$ cat config.mk
export PLATFORM = sky130hd
export DESIGN_NAME = period_meter
export DESIGN_NICKNAME = d
export VERILOG_FILES = /design/src/rtl/period_meter.sv
export SDC_FILE = /design/constraint.sdc
export NUM_CORES = 1
export LEC_CHECK = 0
export BUFFER_PORTS_ARGS = -buffer_cell sky130_fd_sc_hd__buf_2
export CAP_MARGIN = 20
export CORE_MARGIN = 1
export CORE_UTILIZATION = 57
export DETAILED_ROUTE_END_ITERATION = 10
export PLACE_DENSITY = 0.78
export SYNTH_ARGS = -nofsm -noshare
export SYNTH_HDL_FRONTEND = slang
export SYNTH_SLANG_ARGS = --single-unit
$ cat constraint.sdc
create_clock -name clk -period 3 [get_ports clk]
set_clock_uncertainty 0.1 [all_clocks]
set_input_delay 0.15 -clock clk [delete_from_list [all_inputs] [get_ports clk]]
set_output_delay 0.15 -clock clk [all_outputs]
set_load 0.05 [all_outputs]
$ cat src/rtl/period_meter.sv
// period_meter
//   Measures the period and high time of in_sig, which is asynchronous to
//   clk, in clk cycles. One result is produced for each complete period,
//   counted from one rising edge to the next. Results are offered on a
//   valid/ready interface. Sticky flags report dropped results (overrun) and
//   counter saturation without a rising edge (timeout).
//
// Ports
//   clk        in   system clock, all logic on posedge
//   rst_n      in   async active-low reset (assert async, release synchronised)
//   in_sig     in   measured signal, async to clk
//   clear      in   sync clear: drop the result and flags, return to WAIT
//   out_valid  out  result available
//   out_ready  in   consumer accepts the result while out_valid is high
//   period     out  clk cycles between two consecutive rising edges
//   high_time  out  clk cycles from that rising edge to the falling edge
//   overrun    out  sticky: a result was dropped because of backpressure
//   timeout    out  sticky: counter saturated with no rising edge
//
// state   | meaning
// --------+---------------------------------------------------------------
// ST_WAIT | no reference rising edge yet; the next rise starts a measurement
// ST_HIGH | rise seen, waiting for fall (or a rise if the fall was missed)
// ST_LOW  | fall seen and latched in hi_q, waiting for the closing rise
module period_meter #(
  parameter int SYNC_STAGES = 2,
  parameter int COUNT_WIDTH = 16
) (
  input  logic                   clk,
  input  logic                   rst_n,
  input  logic                   in_sig,
  input  logic                   clear,
  output logic                   out_valid,
  input  logic                   out_ready,
  output logic [COUNT_WIDTH-1:0] period,
  output logic [COUNT_WIDTH-1:0] high_time,
  output logic                   overrun,
  output logic                   timeout
);

  typedef enum logic [1:0] {
    ST_WAIT = 2'd0,
    ST_HIGH = 2'd1,
    ST_LOW  = 2'd2
  } state_t;

  localparam logic [COUNT_WIDTH-1:0] CNT_MAX = '1;
  localparam logic [COUNT_WIDTH-1:0] CNT_ONE = COUNT_WIDTH'(1);

  // Reset asserts immediately but releases on a clock edge so no flop sees
  // a release that races clk.
  logic rst_meta_n;
  logic rst_sync_n;

  always_ff @(posedge clk or negedge rst_n) begin
    if (!rst_n) begin
      rst_meta_n <= 1'b0;
      rst_sync_n <= 1'b0;
    end else begin
      rst_meta_n <= 1'b1;
      rst_sync_n <= rst_meta_n;
    end
  end

  logic [SYNC_STAGES-1:0] sync_q;
  logic                   prev_q;
  logic                   s;
  logic                   rise;
  logic                   fall;

  always_ff @(posedge clk or negedge rst_sync_n) begin
    if (!rst_sync_n) begin
      sync_q <= '0;
      prev_q <= 1'b0;
    end else begin
      sync_q <= {sync_q[SYNC_STAGES-2:0], in_sig};
      prev_q <= sync_q[SYNC_STAGES-1];
    end
  end

  assign s    = sync_q[SYNC_STAGES-1];
  assign rise = s & ~prev_q;
  assign fall = ~s & prev_q;

  state_t                 state_q, state_d;
  logic [COUNT_WIDTH-1:0] cnt_q, cnt_d;
  logic [COUNT_WIDTH-1:0] hi_q, hi_d;
  logic                   valid_d;
  logic [COUNT_WIDTH-1:0] period_d;
  logic [COUNT_WIDTH-1:0] high_time_d;
  logic                   overrun_d;
  logic                   timeout_d;
  logic                   publish;
  logic [COUNT_WIDTH-1:0] pub_hi;

  always_ff @(posedge clk or negedge rst_sync_n) begin
    if (!rst_sync_n) begin
      state_q   <= ST_WAIT;
      cnt_q     <= '0;
      hi_q      <= '0;
      out_valid <= 1'b0;
      period    <= '0;
      high_time <= '0;
      overrun   <= 1'b0;
      timeout   <= 1'b0;
    end else begin
      state_q   <= state_d;
      cnt_q     <= cnt_d;
      hi_q      <= hi_d;
      out_valid <= valid_d;
      period    <= period_d;
      high_time <= high_time_d;
      overrun   <= overrun_d;
      timeout   <= timeout_d;
    end
  end

  always_comb begin
    state_d     = state_q;
    cnt_d       = cnt_q;
    hi_d        = hi_q;
    valid_d     = out_valid;
    period_d    = period;
    high_time_d = high_time;
    overrun_d   = overrun;
    timeout_d   = timeout;
    publish     = 1'b0;
    pub_hi      = hi_q;

    if (rise) begin
      cnt_d = CNT_ONE;
    end else if (cnt_q != CNT_MAX) begin
      cnt_d = cnt_q + CNT_ONE;
    end

    case (state_q)
      ST_WAIT: begin
        if (rise) state_d = ST_HIGH;
      end
      ST_HIGH: begin
        if (rise) begin
          // The fall was missed, so the whole period counts as high time.
          publish = 1'b1;
          pub_hi  = cnt_q;
        end else if (cnt_q == CNT_MAX) begin
          timeout_d = 1'b1;
          state_d   = ST_WAIT;
        end else if (fall) begin
          hi_d    = cnt_q;
          state_d = ST_LOW;
        end
      end
      ST_LOW: begin
        if (rise) begin
          publish = 1'b1;
          state_d = ST_HIGH;
        end else if (cnt_q == CNT_MAX) begin
          timeout_d = 1'b1;
          state_d   = ST_WAIT;
        end
      end
      default: state_d = ST_WAIT;
    endcase

    if (publish) begin
      timeout_d = 1'b0;
      if (out_valid && !out_ready) begin
        // Held result has priority; the new one is lost.
        overrun_d = 1'b1;
      end else begin
        valid_d     = 1'b1;
        period_d    = cnt_q;
        high_time_d = pub_hi;
      end
    end else if (out_valid && out_ready) begin
      valid_d = 1'b0;
    end

    if (clear) begin
      state_d   = ST_WAIT;
      cnt_d     = '0;
      valid_d   = 1'b0;
      overrun_d = 1'b0;
      timeout_d = 1'b0;
    end
  end

endmodule

# Yosys cells after proc, flatten, opt, wreduce, memory -nomap -nowiden
# Index checks and enable logic that the tools add are counted.
[word_totals]
ff_bits = 74
latchBits = 0
mem_bits_rw = 0
romBits = 0
output_inout_bits = 35
wordCells = 74
memories = 0
[op_classes]
add_sub_neg = 1
n_mul = 0
div_mod_pow = 0
n_lt_le_gt_ge = 0
n_eq_ne = 10
n_shift = 0
n_mux = 27
n_bitwise = 7
reduce_logical = 17
[ops]
columns = ["operator", "n"]
rows = [
  ["16-bit 2-to-1 mux", 5],
  ["16-bit by 1-bit adder with 16-bit output, second input constant", 1],
  ["16-bit equality test, second input constant", 1],
  ["16-bit != test, second input constant", 1],
  ["1-bit 2-to-1 mux", 14],
  ["2-bit 2-to-1 mux", 7],
  ["3-bit nonzero test", 4],
  ["3-bit != test, second input constant", 3],
  ["4-bit != test, second input constant", 2],
  ["4-bit AND reduction", 2],
  ["2-bit case mux with 3 select lines", 1],
  ["2-bit AND reduction", 3],
  ["1-bit inverter", 5],
  ["2-bit nonzero test", 2],
  ["3-bit by 2-bit != test with 1-bit output, second input constant", 1],
  ["3-bit AND reduction", 1],
  ["1-bit AND", 2],
  ["2-bit by 1-bit equality test with 1-bit output, second input constant", 1],
  ["2-bit equality test, second input constant", 1],
  ["1-bit logical AND", 2],
  ["2-bit logical NOT", 1],
  ["2-bit OR reduction", 1],
  ["1-bit logical NOT", 1],
]

# Longest topological paths before layout
# Gate-level depths: netlist of the first run.
[logic_depth]
ltp_word = 7
ltp_mapped = 7
mapped_depth_nobuf = 6

# Least setup slack after synthesis of the first run
# No wires, ideal clock.
[synth_timing]
path_kind = "flip-flop to flip-flop"
startpoint = "register cnt_q[0]"
endpoint = "register hi_q[1]"
setup_ns = 0.125
t_arrival_ns = 1.934
slack_ns = 0.840
stages_incl_launch_ff = 6
n_path_buf = 1
path_cell_list = "dfrtp_1 -> ha_1 -> nand4_2 -> o41ai_4 -> buf_6 -> mux2_4"
[synth_via]
elab_chain_cells = 3
[synth_rtl]
columns = ["element", "line_no", "rtl"]
rows = [
  ["start, declared", "86", "logic [COUNT_WIDTH-1:0] cnt_q, cnt_d;"],
  ["start signal, assigned", "108", "cnt_q <= cnt_d;"],
  ["16-bit equality test", "145", "end else if (cnt_q == CNT_MAX) begin"],
  ["1-bit inverter (no line)", "n/a", ""],
  ["4-bit AND reduction (no line)", "n/a", ""],
  ["end signal, assigned", "109", "hi_q <= hi_d;"],
  ["end, declared", "87", "logic [COUNT_WIDTH-1:0] hi_q, hi_d;"],
]
# No other way between the ends.
# A chain may end at the register's enable or synchronous reset.

# Worst setup path in the final report of the first run
[layout_timing]
startpoint = "register cnt_q[0]"
endpoint = "register hi_q[0]"
[layout_via]
elab_chain_cells = 3
[layout_rtl]
columns = ["element", "line_no"]
rows = [
  ["16-bit equality test", "145"],
  ["1-bit inverter (no line)", "n/a"],
  ["4-bit AND reduction (no line)", "n/a"],
]
# Several ways; a longest one is shown, not always the timed one.

==> summary.md, run 1 <==
| Metric | Value |
|---|---|
| Outcome | `finished, final reports clean` |
| Leak Pwr | `0.001957 uW` |
| WL/cell | `15.80 um` |
| Max frequency | `423.0 MHz` |
| Layout cells sized above 1 | `30.75%` |
| Switching share of power | `30.98%` |
| Root buffer cell | `clkbuf_8` |
| Reg clk slew, reported paths | `70 ps` |
| First-pass GRT wire length | `10.62 mm` |
| Area delta synth->final | `14.68%` |
| Max Cap Viol | `0` |
| Post-synth ARST share | `100.0%` |
| Tmin final | `2364 ps` |
| # diodes | `0` |
| Gpl congestion | `0.7748` |
| Relative slew slack | `42.89%` |
| H-tree Lvls | `3` |
| Most frequent cells after synthesis | `dfrtp_1, nand2_1, o21ai_0` |
| # rows | `27` |
| TritonRoute pass-1 iters | `4` |
| RSZ-0062 raised after global routing | `no` |
| P per Cell Area | `604.7 nW/um2` |
| Die height | `78.08 um` |
| Die W | `78.08 um` |
| IO Count | `40` |
| Post-CTS Setup Repair Bufs | `0` |
| Arrival time worst endpoint | `2500 ps` |
| Final setup TNS | `0 ps` |
| Total number of vias | `2251` |
| Clock share of power | `31.9%` |
| Synth cell types | `44` |
| DRC violations left | `0` |
| Tot GR Track Use | `23.12%` |
| Clk buf depth | `2` |
| Hold Fails Final Rpt | `0` |
| Final Util | `68.29%` |
| Post_cts resized | `0` |
| Synthesized cell area | `3299 um2` |
| IR drop worst, VDD | `0.0003761 V` |
| P_int | `1579 uW` |
| Number of CTS-inserted buffers | `9` |
| Sequential share of power | `48.4%` |
| Clock latency on the worst-skew pair | `340 ps` |
| Sequential cell area fraction in the yosys report | `56.12%` |
| Final ANT Viol Nets | `0` |
| Final Slew Violations | `0` |
| Syn Inst Count | `275` |
| Vias per inst | `5.713` |
| Worst-Margin Slew | `849.6 ps` |
| Pin count of the biggest net entering global routing | `51` |
| Post-synth EDFFs | `0` |
| Avg Cell Area, Syn | `12.00 um2` |
| FF+latch count, synth | `74` |
| Top cell type's share of synthesized area | `56.12%` |
| Syn nets | `285` |
| Top_reg_cell synth | `dfrtp_1` |
| Nets | `328` |
| Overflow after GRT | `0` |
| Core Area | `5540 um2` |
| DP Wirelength | `4.181 mm` |
| CTS tree | `done` |
| Comb power frac | `19.7%` |
| Die area | `6096 um2` |
| Vias in the first global route | `2185` |
| Clock sink count | `74` |
| Worst Path Required | `3130 ps` |
| Wirelength, routed | `6.225 mm` |
| Final Setup Violations | `0` |
| Initial core utilization | `59.55%` |
| Final Cycle Share | `78.80%` |
| Crit path kind | `reg2reg` |
| Most frequent cell after synthesis | `dfrtp_1` |
| Initial DRC Count | `120` |
| HP Class | `in2async` |
| Initial antenna violation count | `0` |
| Startpoint types | `flop` |
| Crit Path Max Fanout | `7` |
| Switching power | `708.7 uW` |
| Critical Path End Type | `flop` |
| Synth top area cells | `dfrtp_1, mux2_2, mux2i_1, o21ai_0, nand2_1` |
| Yosys warns | `0` |
| Post-synth top area cell | `dfrtp_1` |
| I/O Buffers | `39` |
-- flip-flops by register name (all words and copies together), names as in the netlist, 2 cells and up --
name       cells
state_q        2
hi_q          16
period        16
high_time     16
cnt_q         16
sync_q         2
-- worst max-delay path, cell delays in order (launching register included) --
cell and delay [ps]:
dfrtp_1 440, ha_1 270, nand4_2 230, o41ai_4 580, buf_4 290, mux2_2 350
-- cell families after synthesis --
family	synth area share [%]
AO/OA/AOI/OAI	10.69
XOR/XNOR	0.7965
adder cells (fa/ha/maj)	1.896
buffers and inverters	3.033
flip-flops	56.12
multiplexers	15.74
other	0.1137
AND/OR/NAND/NOR	11.60
-- per-layer routing --
metal / routed length [um] / global-route usage (%) / vias up
met4: 158 / 10.74 / 0
met1: 2980 / 32.44 / 1083
met3: 282 / 5.349 / 17
met5: 0 / 0 / -
li1: - / - / 1087
met2: 2804 / 34.30 / 64
-- cell type report --
type | instances | area (um2)
well taps | 72 | 90.09
inverters | 6 | 22.52
clock inverters | 3 | 22.52
repair buffers | 48 | 282.8
flip-flops and latches | 74 | 1853
fillers | 431 | 1757
multi-input cells | 179 | 1348
clock buffers | 12 | 165.2
-- per-stage QoR --
| step | instance area [um2] | hold slack, ps | power [uW] | worst slack, ps | cells |
|---|---|---|---|---|---|
| detailed placement | 3566 | -163.3 | 1578 | 619.7 | 376 |
| global placement | 3566 | -165.0 | 1565 | 716.5 | 376 |
| global route | 3784 | 2.341 | 2385 | 449.0 | 394 |
| finish | 3784 | 7.214 | 2288 | 636.0 | 394 |
| floorplan | 3299 | -245.6 | 1473 | 686.6 | 275 |
| CTS | 3784 | 4.114 | 2303 | 618.1 | 394 |
-- power groups by stage --
stage	logic [uW]	registers, uW	clock network, uW
after floorplan	226	1250	0
after global placement	440	1120	0
after detailed placement	449	1130	0
after CTS	452	1110	741
after global routing	487	1120	780
final	450	1110	730
-- repair_timing --
item / CTS / global route
endpoints found under the setup margin: 0 / 0
hold endpoints to repair: 7 / 0
hold buffers: 3 / 0
-- layout by cell type, fill, tap and decap left out, types with 5 or more instances in the layout --
master    count
nand3_1       5
o21ai_0      26
mux2_4        6
mux2i_1      17
buf_2        39
dfrtp_1      73
a21oi_1      11
ha_1          5
inv_1         6
nor2_1        9
buf_4         5
clkbuf_8     12
nand2_1      26
mux2_2       23
-- path summary, 6_finish.rpt --
path,start,end,slack (ps),cells after the start
hold / removal,rst_n,rst_sync_n$_DFF_PN0_,7,2
setup reg to reg,cnt_q[0]$_DFFE_PN0P_,hi_q[0]$_DFFE_PN0P_,640,5
max in group asynchronous,rst_sync_n$_DFF_PN0_,cnt_q[6]$_DFFE_PN0P_,1860,1
min in group clk,out_ready,out_valid$_DFFE_PN0P_,30,4
hold reg to reg,sync_q[0]$_DFF_PN0_,sync_q[1]$_DFF_PN0_,250,0
setup / recovery,cnt_q[0]$_DFFE_PN0P_,hi_q[0]$_DFFE_PN0P_,640,5
Note: power is estimated with default switching activity, not from simulation.
==> run 2, diff against run 1 <==
ABC_AREA = 1   (was unset)
CORE_UTILIZATION = 58   (was 57)
PLACE_DENSITY = 0.79   (was 0.78)
clock period = 2.4 ns   (was 3 ns; I/O delays follow)
==> run 2 against run 1 <==
  * Synthesized cell count increased by 40%
  * First-iteration DRC count is 43% higher
  * Register-to-register slack got worse by 320 ps
  * Area after synthesis rose by 1.9%
  * Critical endpoint is now hi_q[9]$_DFFE_PN0P_
  * Critical path depth is 3 higher
  * Design area rose by 2.8%
  * Power grew 87%
==> summary.md, run 2 <==
| Metric | Value |
|---|---|
| Relative slew slack | `51.84% (+9.0 points)` |
| Final setup TNS | `0 ps (unchanged)` |
| I/O Buffers | `39 (unchanged)` |
| Main combinational cell family by area after synthesis | `simple AND/OR/NAND/NOR gates` |
| Layout cells sized above 1 | `18.24% (-13 points)` |
| Synthesized cell area | `3361 um2 (+1.9%)` |
| IO Count | `40 (unchanged)` |
| Reg-to-reg slack, setup | `320 ps (-320 ps)` |
| Syn nets | `395 (+39%)` |
| # diodes | `0 (unchanged)` |
| First-pass GRT wire length | `12.37 mm (+16%)` |
| FF-to-FF End | `hi_q[9]$_DFFE_PN0P_` |
| Vias in the first global route | `2612 (+20%)` |
| RR Startpoint | `cnt_q[0]$_DFFE_PN0P_` |
| Max frequency | `480.0 MHz (+13%)` |
| Clock sink count | `74 (unchanged)` |
| Pin count of the biggest net entering global routing | `49 (-3.9%)` |
| # rows | `27 (unchanged)` |
| Clock latency on the worst-skew pair | `350 ps (about the same)` |
| Synth top area cells | `dfrtp_1, nand2_1, a21oi_1, nand3_1, nor2_1` |
| Top cell type's share of synthesized area | `55.10% (-1.0 points)` |
| Post-synth ARST share | `100.0% (unchanged)` |
| Synth Area in XOR/XNOR | `0% (-0.80 points)` |
| Overflow after GRT | `0 (unchanged)` |
| Synth Area in Simple Gates | `22.15% (+11 points)` |
| Commonest non-fill, non-tap cell in the layout | `dfrtp_1` |
| Wirelength, routed | `7.285 mm (+17%)` |
| RSZ-0062 raised after global routing | `no` |
| Syn Inst Count | `385 (+40%)` |
| Fin area | `3890 um2 (+2.8%)` |
| IR drop worst, VDD | `0.0005831 V (+55%)` |
| Tot GR Track Use | `26.97% (+3.8 points)` |
| Hold path depth | `4` |
| Startpoint types | `flop` |
| Yosys warns | `0 (unchanged)` |
| Die height | `78.12 um (about the same)` |
| Inst Count DP | `484 (+29%)` |
| DRC violations left | `0 (unchanged)` |
| Top_reg_cell synth | `dfrtp_1` |
| P per Cell Area | `1099 nW/um2 (+82%)` |
| Worst Path Required | `2560 ps (-570 ps)` |
| Synth cell types | `28 (-36%)` |
| Total number of vias | `2753 (+22%)` |
| Area after DPL | `3586 um2 (+0.56%)` |
| Clk buf depth | `2 (unchanged)` |
| Die W | `78.12 um (about the same)` |
| Area delta synth->final | `15.75%` |
| Nets | `438 (+34%)` |
| Most frequent cells after synthesis | `dfrtp_1, nand2_1, nor2_1` |
| Most frequent cells in the layout | `dfrtp_1, nand2_1, buf_2, nor2_1, a21oi_1` |
| TritonRoute pass-1 iters | `4 (unchanged)` |
| Die area | `6103 um2 (+0.10%)` |
| Initial antenna violation count | `0 (unchanged)` |
| Worst-Margin Slew | `721.4 ps (-128.3 ps)` |
| Arrival time worst endpoint | `2240 ps (-260 ps)` |
| H-tree Lvls | `3 (unchanged)` |
| Hold path startpoint | `out_ready` |
| Critical Path End Type | `flop` |
| DP Wirelength | `5.012 mm (+20%)` |
| Reg clk slew, reported paths | `80 ps (about the same)` |
| Hold Fails Final Rpt | `0 (unchanged)` |
| Post-synth top area cell | `dfrtp_1` |
| Most frequent cell after synthesis | `dfrtp_1` |
| Core Area | `5540 um2 (unchanged)` |
| Outcome | `finished, final reports clean` |
| Post-synth EDFFs | `0 (unchanged)` |
| Multiplexer share of the synthesized area | `0% (-16 points)` |
| Compound-cell area share of the yosys netlist | `13.66% (+3.0 points)` |
| Adder-Cell Fraction of Synth Area | `1.862% (-0.035 points)` |
| Final Cycle Share | `86.80% (+8.0 points)` |
| R2r worst-path depth | `8 (+3)` |
| Initial DRC Count | `172 (+43%)` |
| Leak Pwr | `0.001800 uW (-8.0%)` |
| Final Slew Violations | `0 (unchanged)` |
| CTS tree | `done` |
| Crit Path Max Fanout | `32 (+25)` |
| Hold endpoint | `overrun$_DFFE_PN0P_` |
| Layout Cells excl Fill | `505 (+28%)` |
| Max Cap Viol | `0 (unchanged)` |
| Crit path kind | `reg2reg` |
| Final ANT Viol Nets | `0 (unchanged)` |
| FF+latch count, synth | `74 (unchanged)` |
| Gpl congestion | `0.9445 (+22%)` |
| Number of CTS-inserted buffers | `9 (unchanged)` |
| Avg Cell Area, Syn | `8.729 um2 (-27%)` |
| WL/cell | `14.43 um (-8.7%)` |
| Final Setup Violations | `0 (unchanged)` |
| Root buffer cell | `clkbuf_8` |
| HP Class | `in2reg` |
| Vias per inst | `5.451 (-4.6%)` |
| Hold slack | `103.2 ps (+95.96 ps)` |
| Tmin final | `2083 ps (-280.7 ps)` |
| Sequential cell area fraction in the yosys report | `55.10% (-1.0 points)` |
| Initial core utilization | `60.66% (+1.1 points)` |
==> run 2: cell families after synthesis <==
kind of cell | Yosys count
DFF | 74
and+or+nand+nor | 165
buffers and inverters | 51
AOI/OAI and AO/OA | 89
adders and majority gates | 5
other | 1
==> run 2: worst max path at each step <==
stage	from	slack (ps)	end	cells past startpoint
after detailed placement	sync_q[1]$_DFF_PN0_	270	cnt_q[10]$_DFFE_PN0P_	7
final	cnt_q[0]$_DFFE_PN0P_	320	hi_q[9]$_DFFE_PN0P_	8
after floorplan	rst_sync_n$_DFF_PN0_	90	cnt_q[0]$_DFFE_PN0P_	0
after global routing	cnt_q[0]$_DFFE_PN0P_	100	hi_q[9]$_DFFE_PN0P_	8
after global placement	cnt_q[0]$_DFFE_PN0P_	390	hi_q[3]$_DFFE_PN0P_	8
after CTS	sync_q[1]$_DFF_PN0_	220	cnt_q[10]$_DFFE_PN0P_	7
==> run 2: routing by layer <==
metal | track usage [%] | routed length (um) | vias up
li1 | - | - | 1351
met3 | 8.140 | 319 | 16
met2 | 41.58 | 3458 | 64
met4 | 12.04 | 193 | 0
met5 | 0 | 0 | -
met1 | 35.21 | 3313 | 1322
==> run 2: timing repair <==
action / in CTS / in global routing
endpoints found under the hold margin: 6 / 0
setup buffers: 0 / 0
setup endpoints to repair: 0 / 1
hold buffers: 5 / 0
resized for setup: 0 / 1
==> run 2: power by group <==
| group | switching [uW] | leakage, uW | internal [uW] |
|---|---|---|---|
| Clock | 475 | 0.000119 | 720 |
| Combinational | 1130 | 0.000705 | 346 |
| Sequential | 132 | 0.000977 | 1470 |
==> run 2: layout make-up <==
cell class / count / area [um2]
repair buffers: 49 / 295.3
inverters: 34 / 127.6
fillers: 447 / 1650
clock inverters: 6 / 113.9
multi-input cells: 260 / 1272
flip-flops and latches: 74 / 1853
well taps: 72 / 90.09
clock buffers: 10 / 137.6
==> run 2: stage by stage <==
stage               util [%]  setup WS (ps)  total power (uW)
floorplan                  -          86.61              2779
global placement       64.72          389.5              3059
detailed placement     64.72          268.8              3100
CTS                    70.17          219.1              4304
global route           70.21          101.4              4473
finish                 70.21          316.7              4275
==> run 2: worst max-delay path, stage by stage, from the launching register on <==
cell and delay, ps:
dfrtp_1 460, ha_1 280, nand2_1 100, nor2_2 50
nand2_2 100, inv_2 60, nand2_2 130, nand4_4 370
o21ai_0 310
==> run 3, diff against run 2 <==
ABC_AREA = unset   (was 1)
CORE_UTILIZATION = 57   (was 58)
PLACE_DENSITY = 0.78   (was 0.79)
==> run 3 against run 2 <==
  * Sequential power shrank 14%
  * Via count down 17%
  * Hold slack better by 22 ps
  * Critical endpoint is now hi_q[0]$_DFFE_PN0P_
  * Largest power group unchanged
==> summary.md, run 3 (synthesized netlist as in run 1, its figures left out) <==
| Metric | Value |
|---|---|
| Outcome | `finished, final reports clean` |
| Hold Fails Final Rpt | `0 (unchanged)` |
| Initial core utilization | `59.55% (-1.1 points)` |
| # rows | `27 (unchanged)` |
| Pin count of the biggest net entering global routing | `54 (+10%)` |
| IR drop worst, VDD | `0.0004679 V (-20%)` |
| Fill count | `423 (-5.4%)` |
| RSZ-0062 raised after global routing | `no` |
| Buffers and inverters on the worst path | `1 (unchanged)` |
| Gpl congestion | `0.7897 (-16%)` |
| Clk buf depth | `2 (unchanged)` |
| Clock share of power | `33.6% (+5.6 points)` |
| Die W | `78.08 um (about the same)` |
| WL/cell | `15.32 um (+6.2%)` |
| Root buffer cell | `clkbuf_8` |
| Sequential share of power | `46.8% (+9.3 points)` |
| Nets | `334 (-24%)` |
| Commonest non-fill, non-tap cell in the layout | `dfrtp_1` |
| Core Area | `5540 um2 (unchanged)` |
| Max Cap Viol | `0 (unchanged)` |
| Initial antenna violation count | `0 (unchanged)` |
| CTS tree | `done` |
| Critical Path End Type | `flop` |
| Layout Cells excl Fill | `401 (-21%)` |
| Final Util | `69.74% (-0.47 points)` |
| Final ANT Viol Nets | `0 (unchanged)` |
| Initial DRC Count | `104 (-40%)` |
| Overflow after GRT | `0 (unchanged)` |
| Switching share of power | `30.02% (-11 points)` |
| Worst Path Required | `2540 ps (-20 ps)` |
| CP cell instances | `ha_1 > nand4_2 > o41ai_4 > buf_4 > mux2_2` |
| TritonRoute pass-1 iters | `5 (+1)` |
| Tmin final | `2224 ps (+140.2 ps)` |
| Clock latency on the worst-skew pair | `360 ps (about the same)` |
| DRC violations left | `0 (unchanged)` |
| Number of CTS-inserted buffers | `9 (unchanged)` |
| # diodes | `0 (unchanged)` |
| Vias per inst | `5.711 (+4.8%)` |
| Startpoint types | `flop` |
| DP Wirelength | `4.114 mm (-18%)` |
| Max frequency | `449.7 MHz (-6.3%)` |
| H-tree Lvls | `3 (unchanged)` |
| I/O Buffers | `39 (unchanged)` |
| Reg-to-reg slack, setup | `180 ps (-140 ps)` |
| Area delta synth->final | `17.10%` |
| Total power | `2946 uW (-31%)` |
| Post-CTS Setup Repair Bufs | `0 (unchanged)` |
| Layout cells sized above 1 | `31.31% (+13 points)` |
| Most frequent cells in the layout | `dfrtp_1, buf_2, nand2_1, o21ai_0, mux2_2` |
| Reg clk slew, reported paths | `70 ps (about the same)` |
| First-pass GRT wire length | `10.63 mm (-14%)` |
| Clock sink count | `74 (unchanged)` |
| Comb power frac | `19.6% (-15 points)` |
| Die height | `78.08 um (about the same)` |
| P_int | `2062 uW (-19%)` |
| Switching power | `884.2 uW (-49%)` |
| Worst-Margin Slew | `533.3 ps (-188.1 ps)` |
| P per Cell Area | `762.4 nW/um2 (-31%)` |
| Wirelength, routed | `6.143 mm (-16%)` |
| Die area | `6096 um2 (-0.10%)` |
| HP Class | `reg2async` |
| Arrival time worst endpoint | `2360 ps (+120 ps)` |
| Final Cycle Share | `92.65% (+5.8 points)` |
| CP delay by family, top | `flip-flops` |
| Tot GR Track Use | `23.05% (-3.9 points)` |
| Final Slew Violations | `0 (unchanged)` |
| Relative slew slack | `64.18% (+12 points)` |
| Slowest CP cell | `dfrtp_1` |
| Post_cts resized | `0 (unchanged)` |
| Final setup TNS | `0 ps (unchanged)` |
| Crit Path Max Fanout | `9 (-72%)` |
| Leak Pwr | `0.001993 uW (+11%)` |
| Crit path kind | `reg2reg` |
| Total number of vias | `2290 (-17%)` |
| IO Count | `40 (unchanged)` |
| Inst Count DP | `380 (-21%)` |
| Worst stage delay on the critical path | `460 ps (about the same)` |
| Final Setup Violations | `0 (unchanged)` |
| Vias in the first global route | `2295 (-12%)` |
## run 3: metal layers
| metal | track usage [%] | share of wire (%) | vias to the layer above |
|---|---|---|---|
| li1 | - | - | 1095 |
| met1 | 29.72 | 47 | 1132 |
| met2 | 36.14 | 47 | 52 |
| met3 | 6.512 | 3.6 | 11 |
| met4 | 10.74 | 1.5 | 0 |
| met5 | 0 | 0 | - |
## run 3: path summary, 6_finish.rpt
path | from | cells after the start | to
setup / recovery | cnt_q[0]$_DFFE_PN0P_ | 5 | hi_q[0]$_DFFE_PN0P_
hold / removal | rst_sync_n$_DFF_PN0_ | 0 | out_valid$_DFFE_PN0P_
setup reg to reg | cnt_q[0]$_DFFE_PN0P_ | 5 | hi_q[0]$_DFFE_PN0P_
hold reg to reg | rst_sync_n$_DFF_PN0_ | 0 | out_valid$_DFFE_PN0P_
max in group asynchronous | rst_sync_n$_DFF_PN0_ | 1 | cnt_q[9]$_DFFE_PN0P_
min in group clk | sync_q[0]$_DFF_PN0_ | 0 | sync_q[1]$_DFF_PN0_
## run 3: metrics by stage
| stage | hold WS (ps) | setup WS, ps | area, um2 |
|---|---|---|---|
| floorplan | -275.6 | 86.61 | 3299 |
| global placement | -195.4 | 277.4 | 3608 |
| detailed placement | -194.5 | 172.6 | 3608 |
| CTS | 145.6 | 154.9 | 3864 |
| global route | 182.5 | 18.19 | 3864 |
| finish | 125.6 | 176.5 | 3864 |
## run 3: final cells by class
cell class | instances | area [um2] | area share (%)
inverter | 6 | 22.52 | 0.5829
timing repair buffer | 54 | 345.3 | 8.938
clock buffer | 12 | 155.1 | 4.016
sequential | 74 | 1853 | 47.96
tap | 72 | 90.09 | 2.332
clock inverter | 4 | 50.05 | 1.295
multi-input combinational | 179 | 1348 | 34.88
## run 3: power by group through the flow
| stage | combinational, uW | clock (uW) | sequential [uW] |
|---|---|---|---|
| 6_report | 578 | 989 | 1380 |
| 5_1_grt | 627 | 1050 | 1390 |
| 4_1_cts | 583 | 999 | 1380 |
| 3_5_place_dp | 576 | 0 | 1410 |
| 3_3_place_gp | 567 | 0 | 1400 |
| 2_1_floorplan | 282 | 0 | 1560 |
## run 3: timing repair
item                                    in CTS  in global routing
hold buffers                                 5                  0
hold endpoints to repair                     7                  0
endpoints found under the setup margin       0                  0
